[config.mk]
export PLATFORM = sky130hd
export DESIGN_NAME = ro_edge_sampler
export DESIGN_NICKNAME = d
export VERILOG_FILES = /design/src/rtl/ro_edge_sampler.sv
export SDC_FILE = /design/constraint.sdc
export NUM_CORES = 1
export LEC_CHECK = 0
export BUFFER_PORTS_ARGS = -buffer_cell sky130_fd_sc_hd__buf_4
export CAP_MARGIN = 10
export CORE_AREA = 10 10 155 157
export CTS_CLUSTER_SIZE = 25
export DETAILED_ROUTE_END_ITERATION = 8
export DIE_AREA = 0 0 165 167
export PLACE_DENSITY = 0.6
export RECOVER_POWER = 100
export SLEW_MARGIN = 20
export SYNTH_ARGS = -nofsm -noshare
export SYNTH_HDL_FRONTEND = slang
export SYNTH_SLANG_ARGS = --single-unit
[constraint.sdc]
create_clock -name clk -period 5.7 [get_ports clk]
set_clock_uncertainty 0.1 [all_clocks]
set_input_delay 0.855 -clock clk [delete_from_list [all_inputs] [get_ports clk]]
set_output_delay 0.855 -clock clk [all_outputs]
set_load 0.1 [all_outputs]
[src/rtl/ro_edge_sampler.sv]
// ro_edge_sampler
//
// Synchronises a free-running ring-oscillator tap into clk and counts its
// rising edges over back-to-back windows of WINDOW cycles. Each window's count
// goes into a first-word-fall-through FIFO read out over a valid/ready stream.
// A capture lasts NUM_SAMPLES windows and is gated by the level of en.
//
// state   | meaning
// --------+------------------------------------------------------------
// IDLE    | waiting for en; counters parked
// MEASURE | counting edges, pushing one sample per window
// DONE    | capture complete; waiting for en to drop
//
// Ports:
//   clk          system clock
//   rst          synchronous active-high reset
//   en           capture enable (level)
//   ro_in        ring-oscillator tap, asynchronous to clk
//   sample_data  FIFO head sample, 0 when empty
//   sample_valid FIFO not empty
//   sample_ready consumer accepts the head sample
//   busy         high in MEASURE
//   done         high in DONE
//   overflow     sticky: a sample was dropped on a full FIFO
module ro_edge_sampler #(
  parameter int COUNT_WIDTH = 16,
  parameter int WINDOW      = 100,
  parameter int NUM_SAMPLES = 256,
  parameter int FIFO_DEPTH  = 8
) (
  input  logic                   clk,
  input  logic                   rst,
  input  logic                   en,
  input  logic                   ro_in,
  output logic [COUNT_WIDTH-1:0] sample_data,
  output logic                   sample_valid,
  input  logic                   sample_ready,
  output logic                   busy,
  output logic                   done,
  output logic                   overflow
);

  localparam int WIN_W  = $clog2(WINDOW);
  localparam int IDX_W  = (NUM_SAMPLES > 1) ? $clog2(NUM_SAMPLES) : 1;
  localparam int ADDR_W = $clog2(FIFO_DEPTH);

  localparam logic [WIN_W-1:0]  WIN_LAST = WIN_W'(WINDOW - 1);
  localparam logic [IDX_W-1:0]  IDX_LAST = IDX_W'(NUM_SAMPLES - 1);
  localparam logic [ADDR_W:0]   FIFO_FULL_CNT = (ADDR_W + 1)'(FIFO_DEPTH);

  typedef enum logic [1:0] {
    S_IDLE    = 2'd0,
    S_MEASURE = 2'd1,
    S_DONE    = 2'd2
  } state_t;

  state_t                 state_q, state_d;
  logic                   sync1_q, sync1_d;
  logic                   sync2_q, sync2_d;
  logic                   sync3_q, sync3_d;
  logic [WIN_W-1:0]       win_cnt_q, win_cnt_d;
  logic [COUNT_WIDTH-1:0] edge_cnt_q, edge_cnt_d;
  logic [IDX_W-1:0]       idx_q, idx_d;
  logic                   overflow_q, overflow_d;
  logic [COUNT_WIDTH-1:0] mem_q [FIFO_DEPTH];
  logic [COUNT_WIDTH-1:0] mem_d [FIFO_DEPTH];
  logic [ADDR_W-1:0]      wr_ptr_q, wr_ptr_d;
  logic [ADDR_W-1:0]      rd_ptr_q, rd_ptr_d;
  logic [ADDR_W:0]        fifo_cnt_q, fifo_cnt_d;

  logic                   rise;
  logic [COUNT_WIDTH-1:0] edge_sum;
  logic                   push;
  logic                   push_ok;
  logic                   pop;
  logic                   fifo_full;

  assign sample_valid = (fifo_cnt_q != '0);
  assign sample_data  = sample_valid ? mem_q[rd_ptr_q] : '0;
  assign busy         = (state_q == S_MEASURE);
  assign done         = (state_q == S_DONE);
  assign overflow     = overflow_q;

  always_comb begin
    state_d    = state_q;
    sync1_d    = ro_in;
    sync2_d    = sync1_q;
    sync3_d    = sync2_q;
    win_cnt_d  = win_cnt_q;
    edge_cnt_d = edge_cnt_q;
    idx_d      = idx_q;
    overflow_d = overflow_q;
    mem_d      = mem_q;
    wr_ptr_d   = wr_ptr_q;
    rd_ptr_d   = rd_ptr_q;
    fifo_cnt_d = fifo_cnt_q;
    push       = 1'b0;

    rise = sync2_q & ~sync3_q;
    // Saturating count including this cycle's edge, so the window's last
    // cycle still contributes to the pushed sample.
    edge_sum = (rise && (edge_cnt_q != '1)) ? edge_cnt_q + 1'b1 : edge_cnt_q;

    pop       = sample_valid & sample_ready;
    fifo_full = (fifo_cnt_q == FIFO_FULL_CNT);

    case (state_q)
      S_IDLE: begin
        if (en) begin
          state_d    = S_MEASURE;
          win_cnt_d  = WIN_LAST;
          edge_cnt_d = '0;
          idx_d      = '0;
          overflow_d = 1'b0;
        end
      end
      S_MEASURE: begin
        if (!en) begin
          // Abort wins over a coincident window end; partial window is lost.
          state_d = S_IDLE;
        end else if (win_cnt_q == '0) begin
          push       = 1'b1;
          edge_cnt_d = '0;
          win_cnt_d  = WIN_LAST;
          if (idx_q == IDX_LAST) begin
            state_d = S_DONE;
          end else begin
            idx_d = idx_q + 1'b1;
          end
        end else begin
          win_cnt_d  = win_cnt_q - 1'b1;
          edge_cnt_d = edge_sum;
        end
      end
      S_DONE: begin
        if (!en) begin
          state_d = S_IDLE;
        end
      end
      default: begin
        state_d = S_IDLE;
      end
    endcase

    // A full FIFO still accepts a push when the head leaves in the same cycle.
    push_ok = push && (!fifo_full || pop);
    if (push && !push_ok) begin
      overflow_d = 1'b1;
    end
    if (push_ok) begin
      mem_d[wr_ptr_q] = edge_sum;
      wr_ptr_d        = wr_ptr_q + 1'b1;
    end
    if (pop) begin
      rd_ptr_d = rd_ptr_q + 1'b1;
    end
    case ({push_ok, pop})
      2'b10:   fifo_cnt_d = fifo_cnt_q + 1'b1;
      2'b01:   fifo_cnt_d = fifo_cnt_q - 1'b1;
      default: fifo_cnt_d = fifo_cnt_q;
    endcase
  end

  always_ff @(posedge clk) begin
    if (rst) begin
      state_q    <= S_IDLE;
      sync1_q    <= 1'b0;
      sync2_q    <= 1'b0;
      sync3_q    <= 1'b0;
      win_cnt_q  <= '0;
      edge_cnt_q <= '0;
      idx_q      <= '0;
      overflow_q <= 1'b0;
      wr_ptr_q   <= '0;
      rd_ptr_q   <= '0;
      fifo_cnt_q <= '0;
      for (int i = 0; i < FIFO_DEPTH; i++) begin
        mem_q[i] <= '0;
      end
    end else begin
      state_q    <= state_d;
      sync1_q    <= sync1_d;
      sync2_q    <= sync2_d;
      sync3_q    <= sync3_d;
      win_cnt_q  <= win_cnt_d;
      edge_cnt_q <= edge_cnt_d;
      idx_q      <= idx_d;
      overflow_q <= overflow_d;
      wr_ptr_q   <= wr_ptr_d;
      rd_ptr_q   <= rd_ptr_d;
      fifo_cnt_q <= fifo_cnt_d;
      mem_q      <= mem_d;
    end
  end

endmodule

==> results of run 1 <==
metrics by stage:
step | power, uW | std cells | utilization, %
2_1_floorplan | 1380 | 909 | -
3_3_place_gp | 1410 | 1148 | 40.9
3_5_place_dp | 1410 | 1148 | 40.9
4_1_cts | 2630 | 1180 | 43.9
5_1_grt | 2690 | 1182 | 43.5
6_report | 2610 | 1182 | 43.5
power breakdown:
group          internal [uW]  total, uW  switching (uW)
combinational           43.7        131            87.6
clock                    690       1230             537
sequential              1230       1250            18.5
total                   1970       2610             643
logic make-up (layout without fill, tap and decap cells):
family,count (synthesis),in the layout,synth area share [%]
adder cells (fa/ha/maj),8,8,1.22
buffers and inverters,80,78,4.15
AND/OR/NAND/NOR,368,368,21.8
multiplexers,55,55,11.8
XOR/XNOR,15,15,2.02
flip-flops,175,175,42.8
AO/OA/AOI/OAI,208,208,16.2
final timing paths:
kind / start / end / slack (ns) / cells past startpoint
worst max-delay path: rd_ptr_q[1]$_SDFFE_PP0P_ / sample_data[10] / 1.06 / 4
worst min-delay path: sync1_q$_SDFF_PP0_ / sync2_q$_SDFF_PP0_ / 0.34 / 1
worst max register to register: win_cnt_q[0]$_SDFFE_PP0P_ / mem_q[39]$_SDFFE_PP0P_ / 1.59 / 7
worst min register to register: sync1_q$_SDFF_PP0_ / sync2_q$_SDFF_PP0_ / 0.34 / 1
final cells by class:
cell class / count / area (um^2)
Timing Repair Buffer: 34 / 196
Sequential cell: 175 / 3500
Tap cell: 275 / 344
Fill cell: 2080 / 11800
Clock inverter: 13 / 169
Multi-Input combinational cell: 654 / 4340
Clock buffer: 19 / 453
Inverter: 12 / 45.0
registers in the layout (all words and copies together) (netlist names):
register,flops
rd_ptr_q,3
sync1_q,1
wr_ptr_q,3
state_q,2
overflow,1
sync2_q,1
fifo_cnt_q,4
mem_q,128
sync3_q,1
win_cnt_q,7
edge_cnt_q,16
idx_q,8
metal layers:
layer | up-vias | wire, um
li1 | 3272 | -
met1 | 3211 | 10200
met2 | 123 | 10000
met3 | 17 | 825
met4 | 0 | 245
met5 | - | 0
worst reg2reg max path, stage by stage, from the launching register on:
cell,delay [ns]
sky130_fd_sc_hd__dfxtp_1,0.35
sky130_fd_sc_hd__inv_1,0.07
sky130_fd_sc_hd__ha_1,0.27
sky130_fd_sc_hd__nor3b_1,0.26
sky130_fd_sc_hd__nand3_1,0.46
sky130_fd_sc_hd__nor3_1,2.11
sky130_fd_sc_hd__nand3_1,0.19
sky130_fd_sc_hd__a21oi_1,0.22
cell usage in the layout (no fill, tap or decap), drive strengths merged, types with 8 or more instances in the layout:
cell / count
mux2i: 22
buf: 13
or3: 12
nor2b: 8
and3: 8
nor3: 37
o21ai: 24
inv: 20
mux4: 32
dfxtp: 175
clkbuf: 40
nand2: 86
a21oi: 66
nand4: 8
nor2: 132
nand3b: 9
ha: 8
a31oi: 11
nand3: 36
a211oi: 74
xor2: 9
==> results.txt, run 1 <==
- Critical Path Slowest Stage Cell: sky130_fd_sc_hd__dfxtp_1
* Final count of negative-setup-slack endpoints: 0
* Fraction of layout cells with a size suffix above 1: approximately a tenth
- Number of buffers inserted by port buffering: 24
- Average instance area after synthesis: around 9 um^2
- Post-cts hold buffer count: 0
* Chip Width: ~170 um
- Final setup margin: about 1.1 ns
- Gpl congestion: between 0.8 and 0.9
- After clock tree synthesis, the clock-pin slew on the worst setup and hold paths is roughly 0.07 ns.
- Measured against its own limit, the worst slew margin works out to -70.7%.
- Global routing used 3.06% of the available met3 tracks.
- After layout, the minimum clock period comes to around 4.6 ns.
- Number of global-route vias before repair: between 6000 and 7000
- DRT Wirelength: 21.3 mm
* Num rows: 53
- Met1 routing resource usage after global routing: 20.9%
* Most used flip-flop cell after synthesis: sky130_fd_sc_hd__dfxtp_1
- Peak-usage layer in the global routing report: met2
- The die is about 170 um tall.
- Max-cap violations: 3
* Global-route track usage on met2: about a quarter
- Number of nets in the synthesized netlist: 922
- In the synthesized netlist, the cells that appear most often are 175 x sky130_fd_sc_hd__dfxtp_1, 132 x sky130_fd_sc_hd__nor2_1, 86 x sky130_fd_sc_hd__nand2_1.
- Count of unresolved DRC violations after routing: 0
- WL per Instance: roughly 18 um
- Share of the cycle needed by the critical path after routing: 81.3%
- Cell types with the largest area share after synthesis: sky130_fd_sc_hd__dfxtp_1 43%, sky130_fd_sc_hd__mux4_2 8.8%, sky130_fd_sc_hd__a211oi_1 6.8%, sky130_fd_sc_hd__nor2_1 6.0%, sky130_fd_sc_hd__a21oi_1 4.0%
* WS Path Type: reg -> out
- The placed instances occupy a cell area of 8520 um^2.
- Outcome: complete, but fails checks
- Relative to the synthesized area, the layout overhead comes to 10.5%.
* Share of flip-flops with an asynchronous set or reset after synthesis: 0%
- The finished cells cover 9050 um^2.
- Final slew viol count: between 100 and 150
- TritonCTS built the clock tree.
* Number of standard cells after synthesis: just over 900
* Area share of the largest cell type after synthesis: between 40 and 50%
* Data required, critical path: roughly 4.7 ns
* Global-route wire length before repair: 34.3 mm
- Cell area after technology mapping: 8190 um^2
* Pin slew with the least headroom to its limit: 2.54 ns
* Library cell occupying the most area in the post-synthesis netlist: sky130_fd_sc_hd__dfxtp_1
- Synthesis inferred 175 register bits.
- The repair_antennas step left the layout with diodes totalling 0.
- Clock root buffer master: sky130_fd_sc_hd__clkbuf_16
- The largest single stage delay on the critical path is ~1.6 ns.
* Most common cell in the synthesized netlist: sky130_fd_sc_hd__dfxtp_1
- The synthesized netlist contains 64 unique library cells.
* DP Wirelength: roughly 14 mm
- Total core area: roughly 21000 um^2
- Crit-path max FO: 34
* Final Hold Fails: 0
- Unrepaired setup endpoints after global routing: no
- Cell breakdown of the critical path: mux4_2, mux2i_1, nor2_1, clkbuf_1
- The floorplan step defined a die boundary enclosing 27600 um^2.
- In this run, synthesis inferred 0 flip-flops with an integrated enable.
* Number of nets with antenna violations after routing: 0
* Violations in the final reports: max-capacitance violations, max-slew violations
- Power per cell area: around 290 nW/um^2
* Starting utilization of the core area: between 30% and 40%
- The final route contains 6623 vias.
- Source-to-sink clock delay at the later pin of the worst-skew pair: approximately 0.43 ns
- In the final design database the tool counted between 900 and 1000 nets.
* Clock buffers created by TritonCTS: 17
- Pin count of the biggest net entering global routing: roughly 110
- The worst setup path is captured at a primary output.
* I/O pin count: 25
* CTS H-Tree Depth: 4
- STA classifies the critical path startpoint as a flop.
- No sink is reached through more buffers than the 2 on the longest clock path.
- Number of design-rule violations left by the first detailed-router iteration: 466
- The first TritonRoute pass finished after 7 iterations.
- The tightest hold path in the finished design has a slack of 0.338 ns.
* Synth warn: 0
- In this run the static leakage power is approximately 0.0028 uW.
- Initial antenna violation count: 0
* Aggregate global routing overflow: 0
- Number of gates resized after cts: 0
* Worst IR Drop VDD: roughly 0.17 mV
- Worst min path class: reg -> reg
- Gate family responsible for the most delay along the worst path: flip-flops
- Once the clock tree was built, the setup fixing pass inserted 0 buffers.
- Number of buffer and inverter instances along the worst setup path: 1
- After synthesis, flip-flops and latches occupy between 40% and 50% of the total area.
- OpenSTA, run right after detailed placement, puts the worst setup slack at approximately 2.2 ns.
* Maximum operating frequency: between 0.2 and 0.25 GHz
* Arr. time, crit path: about 3.7 ns
- Total negative slack for setup checks: 0 ns
- The clock drives about 180 sinks.
* Number of vias per cell after detailed routing: between 5 and 6
- Global routing used 15.5% of the available tracks across all layers.
No activity file was read; power rests on OpenSTA's default activity.
==> inputs of run 2 (changes only) <==
--- a/config.mk
+++ b/config.mk
@@ -11,7 +11,7 @@
 export CTS_CLUSTER_SIZE = 25
 export DETAILED_ROUTE_END_ITERATION = 8
 export DIE_AREA = 0 0 165 167
-export PLACE_DENSITY = 0.6
+export PLACE_DENSITY = 0.62
 export RECOVER_POWER = 100
 export SLEW_MARGIN = 20
 export SYNTH_ARGS = -nofsm -noshare
==> constraint.sdc (replaced) <==
create_clock -name clk -period 4 [get_ports clk]
set_clock_uncertainty 0.1 [all_clocks]
set_input_delay 0.6 -clock clk [delete_from_list [all_inputs] [get_ports clk]]
set_output_delay 0.6 -clock clk [all_outputs]
set_load 0.1 [all_outputs]
==> results.txt, run 2 (synthesized netlist as in run 1, its figures left out) <==
- Based on the critical path, the design can be clocked at up to ~0.28 GHz.
- Maximum count of clock buffers along a single path: 2 (unchanged)
* Worst min path class: in -> reg (was reg -> reg)
- The end point of the most critical hold path is sync1_q$_SDFF_PP0_ (was sync2_q$_SDFF_PP0_).
- I/O pin count: 25 (unchanged)
- Chip Width: 165 um (unchanged)
- Data required, critical path: 3.30 ns (was 4.74 ns)
* Post-CTS Setup Inserts: 0 (unchanged)
- The internal power summed over all cells is 2810 uW (was 1970 uW).
* Worst slack, placed: 0.752 ns (was 2.19 ns)
- The number of slew-limit violations in the final report is 0 (was 102).
- The starting utilization of the core area is 39.3% (unchanged).
- Worst Min Path Start: ro_in (was sync1_q$_SDFF_PP0_)
- Post-cts hold buffer count: 0 (unchanged)
- The area of the core came to 20800 um^2 (unchanged).
- The global-route usage over all layers is 15.5% (about the same).
* Initial antenna violation count: 0 (unchanged)
* Kind of end point of the critical path: primary output (unchanged)
- Worst IR Drop VDD: 0.199 mV (was 0.171 mV)
- Area Overhead vs Synth: 10.2% (was 10.5%)
- Diode count: 0 (unchanged)
* Outcome: completed (was complete, but fails checks)
- The final HPWL from detailed placement is 13.7 mm (was 13.6 mm).
- The number of rows created at floorplan was 53 (unchanged).
- Final count of negative-setup-slack endpoints: 0 (unchanged)
* Commonest non-fill, non-tap cells in the layout: 173 x sky130_fd_sc_hd__dfxtp_1, 132 x sky130_fd_sc_hd__nor2_1, 86 x sky130_fd_sc_hd__nand2_1, 74 x sky130_fd_sc_hd__a211oi_1, 66 x sky130_fd_sc_hd__a21oi_1 (was 174 x sky130_fd_sc_hd__dfxtp_1, 132 x sky130_fd_sc_hd__nor2_1, 86 x sky130_fd_sc_hd__nand2_1, 74 x sky130_fd_sc_hd__a211oi_1, 66 x sky130_fd_sc_hd__a21oi_1)
- Number of iterations in the first detailed-routing pass: 5 (was 7)
- Most Frequent Cell on Critical Path: sky130_fd_sc_hd__clkbuf_2
* Longest individual stage delay on the worst path: 0.82 ns (was 1.64 ns)
- The register bank with the most flops is mem_q (unchanged).
- The reg-to-reg critical path endpoint is mem_q[74]$_SDFFE_PP0P_ (was mem_q[39]$_SDFFE_PP0P_).
- Global-route wire length before repair: 34.5 mm (was 34.3 mm)
* Worst reg-to-reg path cell count: 8 (was 7)
- Final Hold Fails: 0 (unchanged)
* Layout Utilization: 43.3% (was 43.5%)
- DRT Wirelength: 21.0 mm (was 21.3 mm)
- Gpl congestion: 0.805 (was 0.829)
- Source-to-sink clock delay at the later pin of the worst-skew pair: 0.43 ns (about the same)
- Number of nets with antenna violations after routing: 0 (unchanged)
- The total chip power came to 3700 uW (was 2610 uW).
- Number of buffer and inverter instances along the worst setup path: 2 (was 1)
- The total clock sinks is 175 (unchanged).
* Clock buffers created by TritonCTS: 17 (unchanged)
- The largest net degree at the start of global routing is 57 (was 106).
- Fill count: 2086 (was 2080)
- Top Registers: mem_q x128, edge_cnt_q x16, idx_q x8 (unchanged)
- The multi-input logic area was 4280 um^2 (was 4340 um^2).
- The clock tree root buffer cell is sky130_fd_sc_hd__clkbuf_16 (unchanged).
- The final critical path takes up between 90% and 100% of the cycle.
- The largest fanout on the critical path is 34 (unchanged).
- Fraction of layout cells with a size suffix above 1: 12.3% (was 10.7%)
* Cell breakdown of the critical path: clkbuf_2, mux4_2, mux2i_1, nor2_1, clkbuf_2 (was mux4_2, mux2i_1, nor2_1, clkbuf_1)
- The total negative slack came to 0 ns (unchanged).
- The area after detailed placement was 8580 um^2 (was 8520 um^2).
- The number of stages on the worst hold path was 2 (was 1).
* Aggregate global routing overflow: 0 (unchanged)
- Net switching fraction of the power: 23.9% (was 24.7%)
- Switch Pwr: 884 uW (was 643 uW)
- Number of global-route vias before repair: 6303 (was 6287)
* Number of design-rule violations left by the first detailed-router iteration: 515 (was 466)
- Max-cap violations: 0 (was 3)
* Crit Reg-Reg Startpoint: win_cnt_q[0]$_SDFFE_PP0P_ (unchanged)
* Leak pwr: 0.00281 uW (was 0.00275 uW)
- The data arrival time of the critical path was 2.92 ns (was 3.68 ns).
- The height of the chip is 167 um (unchanged).
- Clk network pwr share: 46.9% (was 47.1%)
- WL per Instance: 17.6 um (was 18.0 um)
- The remaining design rule violation count was 0 (unchanged).
- Clock tree from TritonCTS: yes (unchanged)
* Number of buffers inserted by port buffering: 24 (unchanged)
* Number of vias per cell after detailed routing: 5.57 (was 5.60)
* Register-to-Register Setup Slack: 0.52 ns (was 1.59 ns)
* FF+latch area: 3510 um^2 (was 3500 um^2)
- Startpoint Class: flop (unchanged)
- The kind of cell with the highest combined delay on the critical path is buffers and inverters (was flip-flops).
- The sequential share of power was 48.0% (was 47.9%).
* Power per cell area: 410 nW/um^2 (was 288 nW/um^2)
- The overall die area was 27600 um^2 (unchanged).
- Combinational fraction of design power: 5.1% (was 5.0%)
- The post-cts gate resize count was 0 (unchanged).
* Critical Path Slowest Stage Cell: sky130_fd_sc_hd__clkbuf_2 (was sky130_fd_sc_hd__dfxtp_1)
- The kind of critical path is reg -> out (unchanged).
* Final Critical Period: roughly 3.6 ns
- Via count: 6628 (was 6623)
* Unrepaired setup endpoints after global routing: no (unchanged)
- Post-Layout Inst Area: 9020 um^2 (was 9050 um^2)
* Max FFs per register: 128 (unchanged)
* Clock transition at the register clock pins on the worst setup and hold paths after CTS: 0.07 ns (about the same)
- Most common library cell in the layout ignoring fill and taps: sky130_fd_sc_hd__dfxtp_1 (unchanged)
* Pin slew with the least headroom to its limit: 1.26 ns (was 2.54 ns)
* Final setup margin: 0.384 ns (was 1.06 ns)
* CTS H-Tree Depth: 4 (unchanged)
- The layout net count is 914 (was 907).
- The relative slew slack is 15.3% (was -70.7%).
-- run 2: cell types whose count changed in the layout (fill, tap and decap cells not counted), sizes merged --
cell and change:
clkbuf +1, clkinvlp -1, bufinv +1, clkinv +2, buf +6, inv -2
-- run 2: metrics by stage --
step,hold slack [ns],instances
finish,0.287,1189
global route,0.274,1189
floorplan,0.314,909
global placement,0.317,1157
detailed placement,0.327,1157
CTS,0.270,1189
-- run 2: routing by layer --
layer | track usage (%) | share of wire [%]
met5 | 0 | 0
met4 | 4.04 | 1.2
met3 | 3.70 | 4.3
met2 | 24.0 | 47
met1 | 21.0 | 48
-- run 2: layout make-up --
cell class | instances | share of cell area [%]
Tap cell | 275 | 3.81
Sequential cell | 175 | 38.8
Timing Repair Buffer | 41 | 2.70
Inverter | 12 | 0.499
Clock inverter | 13 | 1.93
Multi-Input combinational cell | 654 | 47.4
Clock buffer | 19 | 4.80
-- run 2: worst max-delay path by stage --
stage,startpoint,cells past startpoint,endpoint
4_1_cts,rd_ptr_q[0]$_SDFFE_PP0P_,5,sample_data[2]
3_5_place_dp,win_cnt_q[0]$_SDFFE_PP0P_,13,fifo_cnt_q[2]$_SDFFE_PP0P_
6_report,rd_ptr_q[1]$_SDFFE_PP0P_,5,sample_data[10]
3_3_place_gp,win_cnt_q[0]$_SDFFE_PP0P_,13,fifo_cnt_q[2]$_SDFFE_PP0P_
2_1_floorplan,rd_ptr_q[1]$_SDFFE_PP0P_,6,sample_data[5]
5_1_grt,rd_ptr_q[0]$_SDFFE_PP0P_,5,sample_data[8]
-- run 2: power by group through the flow --
stage	registers, uW	clock network, uW	logic, uW
after floorplan	1800	0	160
after global placement	1820	0	198
after detailed placement	1820	0	199
after CTS	1780	1760	199
after global routing	1780	1840	207
final	1780	1730	187
==> inputs of run 3 (changes only) <==
--- a/config.mk
+++ b/config.mk
@@ -7,11 +7,11 @@
 export LEC_CHECK = 0
 export BUFFER_PORTS_ARGS = -buffer_cell sky130_fd_sc_hd__buf_4
 export CAP_MARGIN = 10
-export CORE_AREA = 10 10 155 157
+export CORE_AREA = 2 2 124 126
 export CTS_CLUSTER_SIZE = 25
 export DETAILED_ROUTE_END_ITERATION = 8
-export DIE_AREA = 0 0 165 167
-export PLACE_DENSITY = 0.62
+export DIE_AREA = 0 0 126 128
+export PLACE_DENSITY = 0.8
 export RECOVER_POWER = 100
 export SLEW_MARGIN = 20
 export SYNTH_ARGS = -nofsm -noshare
==> results.txt, run 3 (synthesized netlist as in run 1, its figures left out) <==
- The wire length of the first global-routing pass is 32.2 mm (was 34.5 mm).
- Top Registers: mem_q x128, edge_cnt_q x16, idx_q x8 (unchanged).
- CTS H-Tree Depth: 4 (unchanged)
- Critical Path Slowest Stage Cell: sky130_fd_sc_hd__dfxtp_1 (was sky130_fd_sc_hd__clkbuf_2)
- The number of antenna violations at the first check in global routing is 0 (unchanged).
* Most flops, register: mem_q (unchanged)
- The relative slew slack is 11.7% (was 15.3%).
* Total negative slack for setup checks: 0 ns (unchanged)
* Pin count of the biggest net entering global routing: 64 (was 57)
- The highest clock frequency the design can meet is 0.280 GHz (was 0.277 GHz).
* Number of buffers inserted by port buffering: 24 (unchanged)
- Unrepaired setup endpoints after global routing: no (unchanged)
* Power per cell area: 414 nW/um^2 (was 410 nW/um^2)
- Aggregate global routing overflow: 0 (unchanged)
- The number of flip-flops under the largest register name is 128 (unchanged).
- The overall die area was 16100 um^2 (was 27600 um^2).
- Worst Min Path Start: ro_in (unchanged)
- The startpoint of the lowest-slack register-to-register path is win_cnt_q[0]$_SDFFE_PP0P_ (unchanged).
- The total chip power was 3690 uW (was 3700 uW).
- The clock tree from TritonCTS is yes (unchanged).
- The pin slew with the least headroom to its limit is 1.32 ns (was 1.26 ns).
* Max-cap violations: 0 (unchanged)
* Final count of negative-setup-slack endpoints: 0 (unchanged)
* Number of iterations in the first detailed-routing pass: 7 (was 5)
* Die H: 128 um (was 167 um)
- Data required, critical path: 3.30 ns (about the same)
- The area of the core was 14900 um^2 (was 20800 um^2).
* DP Wirelength: 13.0 mm (was 13.7 mm)
- Count of unresolved DRC violations after routing: 0 (unchanged)
* Maximum count of clock buffers along a single path: 2 (unchanged)
- Arr. time, crit path: 2.87 ns (was 2.92 ns)
* Post-CTS Setup Inserts: 0 (unchanged)
- Final slew viol count: 0 (unchanged)
- The register-to-register setup slack was 0.53 ns (was 0.52 ns).
- Leak pwr: 0.00280 uW (was 0.00281 uW)
- I/O pin count: 25 (unchanged)
- Most common library cell in the layout ignoring fill and taps: sky130_fd_sc_hd__dfxtp_1 (unchanged)
- The total length of routed wires came to 19.8 mm (was 21.0 mm).
* Fraction of layout cells with a size suffix above 1: 11.7% (was 12.3%)
- The post-cts gate resize count was 0 (unchanged).
* Number of nets with antenna violations after routing: 0 (unchanged)
* Clock root buffer master: sky130_fd_sc_hd__clkbuf_16 (unchanged)
* Final Critical Period: 3.57 ns (was 3.62 ns)
- The highest cell delay on the worst timing path is 0.89 ns (was 0.82 ns).
* Diode count: 0 (unchanged)
* Starting utilization of the core area: 55.1% (was 39.3%)
- The growth of design area from synthesis to finish came to 9.00% (was 10.2%).
- Cell Count, Final, Fillers Out: 1102 (was 1189)
- Outcome: completed (unchanged)
- The average routed wire per standard cell was 18.0 um (was 17.6 um).
- Placed cell count: 1070 (was 1157)
- Worst IR Drop VDD: 0.335 mV (was 0.199 mV)
- The hold slack came to 0.275 ns (was 0.287 ns).
- The ratio of final minimum period to clock period came to 89.2% (was 90.4%).
- The end point of the most critical hold path was sync1_q$_SDFF_PP0_ (unchanged).
- Clock transition at the register clock pins on the worst setup and hold paths after CTS: 0.07 ns (about the same)
- The number of CTS-inserted buffers was 17 (unchanged).
- Chip Width: 126 um (was 165 um)
- The weighted congestion at the end of routability-driven global placement is 0.875 (was 0.805).
- Via count: 6769 (was 6628)
- Crit-path max FO: 22 (was 34)
- Num rows: 45 (was 53)
* # clock sinks: 175 (unchanged)
- Destination of the worst register-to-register timing path: mem_q[8]$_SDFFE_PP0P_ (was mem_q[74]$_SDFFE_PP0P_)
- The layout net count is 914 (unchanged).
* Kind of end point of the critical path: primary output (unchanged)
* Number of vias per cell after detailed routing: 6.14 (was 5.57)
- The initial DRC count was 502 (was 515).
- The classification of the worst-slack hold path is in -> reg (unchanged).
- Number of stages on the worst hold path: 2 (unchanged)
- The worst-skew pair later-pin latency came to 0.44 ns (was 0.43 ns).
* Commonest non-fill, non-tap cells in the layout: 174 x sky130_fd_sc_hd__dfxtp_1, 132 x sky130_fd_sc_hd__nor2_1, 86 x sky130_fd_sc_hd__nand2_1, 74 x sky130_fd_sc_hd__a211oi_1, 66 x sky130_fd_sc_hd__a21oi_1 (was 173 x sky130_fd_sc_hd__dfxtp_1, 132 x sky130_fd_sc_hd__nor2_1, 86 x sky130_fd_sc_hd__nand2_1, 74 x sky130_fd_sc_hd__a211oi_1, 66 x sky130_fd_sc_hd__a21oi_1)
* Number of global-route vias before repair: 6267 (was 6303)
- Cell breakdown of the critical path: buf_12, mux4_2, mux2i_1, nor2_1, clkbuf_2 (was clkbuf_2, mux4_2, mux2i_1, nor2_1, clkbuf_2).
- Final Hold Fails: 0 (unchanged)
* Total track usage: 24.9% (was 15.5%)
- Startpoint Class: flop (unchanged)
- WS Path Type: reg -> out (unchanged)
* Worst reg-to-reg path cell count: 7 (was 8)
- Fill count: 1265 (was 2086)
- The quantity of hold-fixing buffers added after cts came to 0 (unchanged).
==> run 3: changes by cell type in the layout (fill, tap and decap cells not counted), sizes merged <==
cell / delta
clkinvlp: +3
buf: -2
clkinv: -1
clkbuf: +6
inv: -6
==> run 3: metal layers <==
metal | up-vias | share of wire (%) | global-route usage, % | wire length [um]
met5 | - | 0 | 0 | 0
met4 | 0 | 2.3 | 10.1 | 456
met3 | 45 | 6.2 | 4.97 | 1230
met2 | 234 | 48 | 39.5 | 9410
met1 | 3199 | 44 | 33.7 | 8690
li1 | 3291 | - | - | -
==> run 3: worst max-delay path by stage <==
stage	startpoint	to	slack, ns
2_1_floorplan	rd_ptr_q[1]$_SDFFE_PP0P_	sample_data[5]	0.33
3_3_place_gp	win_cnt_q[0]$_SDFFE_PP0P_	fifo_cnt_q[2]$_SDFFE_PP0P_	0.89
3_5_place_dp	win_cnt_q[0]$_SDFFE_PP0P_	fifo_cnt_q[2]$_SDFFE_PP0P_	0.77
4_1_cts	win_cnt_q[0]$_SDFFE_PP0P_	fifo_cnt_q[2]$_SDFFE_PP0P_	0.75
5_1_grt	rd_ptr_q[0]$_SDFFE_PP0P_	sample_data[7]	0.31
6_report	rd_ptr_q[0]$_SDFFE_PP0P_	sample_data[7]	0.43
==> run 3: metrics by stage <==
step | area, um^2 | utilization (%) | setup WS, ns
floorplan | 8190 | - | 0.327
global placement | 8480 | 57.0 | 0.889
detailed placement | 8480 | 57.0 | 0.771
CTS | 9090 | 61.2 | 0.754
global route | 8930 | 60.1 | 0.311
finish | 8930 | 60.1 | 0.431
==> run 3: worst max-delay path: cells and delay by family (launching register included) <==
kind          cells  cell delay [ns]
buf+inv           2             0.67
flops             1             0.89
mux               2             0.79
simple gates      1             0.06
==> run 3: final cells by class <==
| class | instances | area (um^2) | share of cell area [%] |
|---|---|---|---|
| inverter | 12 | 45.0 | 0.504 |
| multi-input combinational | 654 | 4270 | 47.9 |
| sequential | 175 | 3500 | 39.3 |
| clock inverter | 9 | 131 | 1.47 |
| clock buffer | 23 | 488 | 5.47 |
| timing repair buffer | 41 | 250 | 2.80 |
| tap | 188 | 235 | 2.63 |
==> run 3: power breakdown <==
part | switching [uW] | internal (uW)
registers | 20.1 | 1760
clock network | 681 | 1050
logic | 127 | 62.1
